**src/rtl/mips32_mem_arbiter.sv**
```systemverilog
// mips32_mem_arbiter
// ------------------
// Single-port memory arbiter for the pipelined MIPS32 core. One unified
// instruction/data memory is shared between the program loader/debug port
// (ld_*), the MEM-stage data port (d_*) and the IF-stage fetch port (i_*).
// The arbiter also drives cpu_hold to stall the pipeline when a CPU request
// is denied or while the loader owns memory.
//
// Optional feature macro: MIPS32_ARB_STARVE_GUARD_EN
//   defined   : fetch starvation counter and fetch promotion are active
//   undefined : fixed priority loader > data > fetch, starve_cnt_o tied to 0
//
// Ports:
//   clk1, rst_n                   clock (rising edge), async active-low reset
//   ld_req/ld_we/ld_addr/ld_wdata loader request; ld_gnt, ld_rvalid
//   d_req/d_we/d_addr/d_wdata     data port request; d_gnt, d_rvalid
//   i_req/i_addr                  fetch request; i_gnt, i_rvalid
//   rdata                         shared read data, qualified by *_rvalid
//   mem_en/mem_we/mem_addr/mem_wdata/mem_rdata  memory array interface
//   cpu_hold                      pipeline stall request
//   starve_cnt_o                  current fetch starvation count
module mips32_mem_arbiter #(
    parameter int AW         = 10,
    parameter int DW         = 32,
    parameter int STARVE_MAX = 4
) (
    input  logic          clk1,
    input  logic          rst_n,
    input  logic          ld_req,
    input  logic          ld_we,
    input  logic [AW-1:0] ld_addr,
    input  logic [DW-1:0] ld_wdata,
    output logic          ld_gnt,
    output logic          ld_rvalid,
    input  logic          d_req,
    input  logic          d_we,
    input  logic [AW-1:0] d_addr,
    input  logic [DW-1:0] d_wdata,
    output logic          d_gnt,
    output logic          d_rvalid,
    input  logic          i_req,
    input  logic [AW-1:0] i_addr,
    output logic          i_gnt,
    output logic          i_rvalid,
    output logic [DW-1:0] rdata,
    output logic          mem_en,
    output logic          mem_we,
    output logic [AW-1:0] mem_addr,
    output logic [DW-1:0] mem_wdata,
    input  logic [DW-1:0] mem_rdata,
    output logic          cpu_hold,
    output logic [3:0]    starve_cnt_o
);

    typedef enum logic [1:0] {
        RUN  = 2'd0,
        LOAD = 2'd1,
        EXIT = 2'd2
    } state_t;

    localparam logic [1:0] OWN_NONE = 2'd0;
    localparam logic [1:0] OWN_LD   = 2'd1;
    localparam logic [1:0] OWN_D    = 2'd2;
    localparam logic [1:0] OWN_I    = 2'd3;

    // The promotion threshold must fit the 4-bit saturating counter.
    if (STARVE_MAX < 1 || STARVE_MAX > 15) begin : g_bad_starve_max
        $error("mips32_mem_arbiter: STARVE_MAX must be in 1..15");
    end

    state_t     state;
    state_t     state_nxt;
    logic [1:0] owner;
    logic       promote;

    always_ff @(posedge clk1 or negedge rst_n) begin
        if (!rst_n) begin
            state <= RUN;
        end else begin
            state <= state_nxt;
        end
    end

    // Grants are purely combinational so an uncontested request is served in
    // the same cycle. The loader entry cycle is still RUN, but ld_req wins it,
    // so the CPU request arriving alongside the first ld_req is denied.
    always_comb begin
        state_nxt = state;
        ld_gnt    = 1'b0;
        d_gnt     = 1'b0;
        i_gnt     = 1'b0;
        case (state)
            RUN: begin
                if (ld_req) begin
                    ld_gnt    = 1'b1;
                    state_nxt = LOAD;
                end else if (d_req && i_req && promote) begin
                    i_gnt = 1'b1;
                end else if (d_req) begin
                    d_gnt = 1'b1;
                end else if (i_req) begin
                    i_gnt = 1'b1;
                end
            end
            LOAD: begin
                if (ld_req) begin
                    ld_gnt = 1'b1;
                end else begin
                    state_nxt = EXIT;
                end
            end
            // Quiet cycle: lets the last loader rvalid drain before any CPU grant.
            EXIT: begin
                state_nxt = RUN;
            end
            default: begin
                state_nxt = RUN;
            end
        endcase
    end

    always_comb begin
        mem_addr  = '0;
        mem_wdata = '0;
        mem_we    = 1'b0;
        if (ld_gnt) begin
            mem_addr  = ld_addr;
            mem_wdata = ld_wdata;
            mem_we    = ld_we;
        end else if (d_gnt) begin
            mem_addr  = d_addr;
            mem_wdata = d_wdata;
            mem_we    = d_we;
        end else if (i_gnt) begin
            mem_addr  = i_addr;
        end
    end

    assign mem_en = ld_gnt | d_gnt | i_gnt;

    // Owner tag of the read issued this cycle; its data returns next cycle.
    // Reset clears it asynchronously so a pending rvalid vanishes at once.
    always_ff @(posedge clk1 or negedge rst_n) begin
        if (!rst_n) begin
            owner <= OWN_NONE;
        end else if (ld_gnt && !ld_we) begin
            owner <= OWN_LD;
        end else if (d_gnt && !d_we) begin
            owner <= OWN_D;
        end else if (i_gnt) begin
            owner <= OWN_I;
        end else begin
            owner <= OWN_NONE;
        end
    end

    assign ld_rvalid = (owner == OWN_LD);
    assign d_rvalid  = (owner == OWN_D);
    assign i_rvalid  = (owner == OWN_I);
    assign rdata     = mem_rdata;

    assign cpu_hold = ld_req | (state != RUN) | (d_req & ~d_gnt) | (i_req & ~i_gnt);

`ifdef MIPS32_ARB_STARVE_GUARD_EN
    localparam logic [3:0] STARVE_TH = 4'(STARVE_MAX);

    logic [3:0] starve_cnt;
    logic       promote_q;

    // Promotion is registered from the registered count, so fetch wins the
    // cycle after the count has reached the threshold.
    always_ff @(posedge clk1 or negedge rst_n) begin
        if (!rst_n) begin
            starve_cnt <= 4'd0;
            promote_q  <= 1'b0;
        end else if (i_req && !i_gnt) begin
            if (starve_cnt != 4'd15) begin
                starve_cnt <= starve_cnt + 4'd1;
            end
            promote_q <= (starve_cnt >= STARVE_TH);
        end else begin
            starve_cnt <= 4'd0;
            promote_q  <= 1'b0;
        end
    end

    assign promote      = promote_q;
    assign starve_cnt_o = starve_cnt;
`else
    assign promote      = 1'b0;
    assign starve_cnt_o = 4'd0;
`endif

endmodule

```
**config.mk**
```make
export PLATFORM = sky130hd
export DESIGN_NAME = mips32_mem_arbiter
export DESIGN_NICKNAME = d
export VERILOG_FILES = /design/src/rtl/mips32_mem_arbiter.sv
export SDC_FILE = /design/constraint.sdc
export NUM_CORES = 1
export LEC_CHECK = 0
export ABC_AREA = 0
export CAP_MARGIN = 0
export CORE_AREA = 2 2 85 87
export CTS_CLUSTER_DIAMETER = 150
export DETAILED_ROUTE_END_ITERATION = 12
export DIE_AREA = 0 0 87 89
export PLACE_DENSITY = 0.68
export SKIP_LAST_GASP = 1
export SLEW_MARGIN = 20
export SYNTH_ARGS = -nofsm -noshare
export SYNTH_HDL_FRONTEND = slang
export SYNTH_SLANG_ARGS = --single-unit
```
**constraint.sdc**
```tcl
create_clock -name clk1 -period 3.6 [get_ports clk1]
set_input_delay 0.72 -clock clk1 [delete_from_list [all_inputs] [get_ports clk1]]
set_output_delay 0.72 -clock clk1 [all_outputs]
set_load 0.02 [all_outputs]
```
# After elaboration in Yosys (flattened, before gate mapping)
# Cells that the tools add are included.
dict set report classes {
  n_eq_ne 6
  muxes 22
  n_bitwise 9
  n_reduce_logical 8
}
# operator n
set ops {}
lappend ops {{2-to-1 mux 32 bit} 2}
lappend ops {{2-to-1 mux 10 bit} 3}
lappend ops {{2-to-1 mux 1 bit} 11}
lappend ops {{2-to-1 mux 2 bit} 5}
lappend ops {{OR 1 bit} 5}
lappend ops {{== test 2 x 1 -> 1 bit (second input constant)} 2}
lappend ops {{== test 2 bit (second input constant)} 2}
lappend ops {{!= test 2 bit (second input constant)} 2}
lappend ops {{one-hot mux 2 bit (2 select lines)} 1}
lappend ops {{AND 1 bit} 2}
lappend ops {{logical AND 1 bit} 2}
lappend ops {{logical NOT 1 bit} 2}
lappend ops {{logical NOT 2 bit} 1}
lappend ops {{inverter 1 bit} 2}
lappend ops {{AND reduction 2 bit} 1}
lappend ops {{nonzero test 2 bit} 1}
lappend ops {{OR reduction 2 bit} 1}
dict set report totals {
  ff_bits 4
  input_bits 133
  out_inout_bits 87
  elab_cells 47
}

# Longest topological paths before layout
dict set report logic_depth {
  depth_word 7
  ltp_mapped 5
  mapped_depth_nobuf 3
}

# Worst setup path before layout
# No wires, ideal clock.
dict set report synth_timing {
  path_type {input to output}
  startpoint {input ld_req}
  endpoint {output mem_wdata[23]}
  arrival_time_ps 1688
  required_time_ps 2880
  path_slack_ps 1192
  path_stages 3
  n_path_buf 1
  path_cell_list {nor4b_4 -> buf_4 -> a22o_1}
}
dict set report synth_via {
  elab_chain_cells 4
  elab_cells_between_ends 6
  classes_between {mux (6)}
}
# element line
set synth_lines {}
lappend synth_lines {{start: declaration} 29} ;# input logic ld_req,
lappend synth_lines {{2-to-1 mux 1 bit} 94} ;# if (ld_req) begin
lappend synth_lines {{2-to-1 mux 1 bit} 92} ;# case (state)
lappend synth_lines {{via d_gnt} 39} ;# output logic d_gnt,
lappend synth_lines {{2-to-1 mux 32 bit} 130} ;# end else if (d_gnt) begin
lappend synth_lines {{2-to-1 mux 32 bit} 126} ;# if (ld_gnt) begin
lappend synth_lines {{end: declaration} 49} ;# output logic [DW-1:0] mem_wdata,
# The timed path passes the listed nets, and every way through them passes these cells.

# Worst setup path after layout
dict set report layout_timing {
  startpoint {input ld_req}
  endpoint {output mem_wdata[4]}
}
dict set report layout_via {
  elab_chain_cells 4
  elab_cells_between_ends 6
  classes_between {mux (6)}
}
# element line
set layout_lines {}
lappend layout_lines {{2-to-1 mux 1 bit} 94}
lappend layout_lines {{2-to-1 mux 1 bit} 92}
lappend layout_lines {{2-to-1 mux 32 bit} 130}
lappend layout_lines {{2-to-1 mux 32 bit (*)} 126}
# Every way passes the cells marked *; elsewhere a longest branch is shown, timed or not.

==> results.ini <==
[place]
port_buffers=151
dpl.hpwl_mm=3.788
place_congestion=0.6258

[worst_setup_path]
cp_num_buf_inv=3
cp.depth=5
required_ns=2.88
crit_arrival_ns=2.75
path_max_fanout=23
slowest_stage=clkdlybuf4s50_1
crit_family=buffers and inverters
crit_type=in2out
start_kind=input port
slowest_delay_ns=0.60
worstPathCellList=clkdlybuf4s50_1, nor4b_4, buf_4, a22o_1, clkdlybuf4s50_1
crit_top_cell=clkdlybuf4s50_1
endpoint_kind=output port
reg2reg_depth=5

[timing]
rsz0062_at_grt=false
clock_skew_ns=0.001746
slew_violations=0
post-route-period-util=0.9631
hold_viol_final=0
fin_tns_setup_ns=0
finalSetupViolCount=0
period_minus_slack_ns=3.467
max_freq_ghz=0.2884

[synth]
synth-seq-area-share=0.1006
synthesis.area_sq_um=994.7
synth_top_cell_by_area=a22o_1
synth-seq-cells=4
yosysUniqueCellTypes=17
syn_avg_cell_area_sq_um=8.289
ys_top_cells_by_area=a22o_1 38%, buf_4 28%, dfrtp_1 10%
synth_top_area_frac=0.3786
yosysWarnings=0
syn_inst=120

[floorplan]
core_area_sq_um=6719
dieHeight_microns=89
start_util=0.1480
io_pins=220
dieArea_sq_um=7743
row_count=30
die_width_microns=87

[clock_network]
clk_pin_slew_worst_paths_ns=0.03
postCtsHoldBufs=0
numCtsBuffers=3
cts_buffer_depth=2
clock-sinks=4
cts_tree=yes
cts_resized=0
cts-root-buf=clkbuf_8
clk_latency_ns=0.22
htreeDepth=1
cts_setup_buffers=0

[global_route]
grt_pass1_vias=1386
grt.total_usage=0.1043
grt_pass1_wl_mm=6.368
gr-total-overflow=0
grt_max_degree=39
antenna_found_initial=0

[detailed_routing]
drtAntennaViolNets=0
detail_route.first_pass.iterations=4
via_count=1356
drc=0
drt_wl_total_mm=4.495
post_drt_via_cell_ratio=4.278
avgRoutedWirePerCell_microns=14.18
drtIter0Drc=14

[power]
p_leak_uw=0.001015
fin_total_pwr_uw=492.7
ir_worst_vdd_mv=0.1285
power.density_nw_per_um2=204.4

[layout]
drive_gt1_frac=0.04641
final_common_cell=clkdlybuf4s50_1
final_nets=372
syn2layout_area_growth_pct=142.3
final_cell_mix=151 x clkdlybuf4s50_1, 43 x a22o_1, 12 x a21o_1
diodes=0

[min_path]
hp-class=reg2reg
min_path_cells=1

[run_status]
outcome=completed

[flow_run]
cap_violations=0

==> report_power, final <==
group / internal [uW] / switching, uW
Combinational: 214 / 133
Sequential: 48.3 / 3.41
Clock: 71.2 / 22.9
==> registers in the layout, summed over array words and instances, names as in the netlist <==
register	flops
state	2
owner	2
==> synth_stat cells <==
cell     number
or3_1         1
conb_1        1
nand2_1       2
a21o_1       12
inv_1         2
buf_2         6
buf_1         2
nor4b_4       1
buf_4        37
nor3_1        1
nor2b_1       4
dfrtp_1       4
and2_1        1
and3b_1       1
a22o_1       43
buf_6         1
nor3b_1       1
==> worst register-to-register path, cell delays in order, from the launching register on <==
cell and delay, ns:
dfrtp_1 0.45, nor3_1 0.27, and3b_1 0.20, buf_4 0.19
buf_4 0.14, a21o_1 0.08
==> stage by stage <==
step                      area (sq um)  setup WS (ns)  hold WS, ns  instances    util
final                             2410         0.1329       0.5972        317  0.3587
after global routing              2410        0.02451       0.6216        317  0.3587
after CTS                         2410         0.1286       0.6006        317  0.3587
after detailed placement          2369         0.1364       0.5935        314  0.3525
after global placement            2369         0.1426       0.5774        314  0.3525
after floorplan                   1006          1.192       0.4244        123       -
==> cell type report <==
type                    instances  area [sq um]
repair buffers                157          1582
fillers                       674          4309
inverters                       2         7.507
clock buffers                   3         41.29
multi-input cells              71         579.3
well taps                      80         100.1
flip-flops and latches          4         100.1
==> layer usage <==
metal  share of wire  global-route usage
met1            0.36              0.1079
met3           0.086             0.02585
met5               0                   0
met2            0.54              0.2026
met4           0.013             0.03693
==> worst paths after layout <==
check	from	endpoint	slack, ns
max	ld_req	mem_wdata[4]	0.13
min	state[1]$_DFFE_PN0P_	state[1]$_DFFE_PN0P_	0.60
max reg2reg	state[1]$_DFFE_PN0P_	owner[0]$_DFF_PN0_	2.22
min reg2reg	state[1]$_DFFE_PN0P_	state[1]$_DFFE_PN0P_	0.60
max in group asynchronous	rst_n	state[0]$_DFFE_PN0P_	2.72
min in group asynchronous	rst_n	owner[0]$_DFF_PN0_	0.71
==> cell families after synthesis <==
kind of cell | synth area share
DFF | 0.1006
other | 0.003770
AOI/OAI and AO/OA | 0.4692
buffers and inverters | 0.3359
and+or+nand+nor | 0.09057
(Power assumes the default switching activity.)
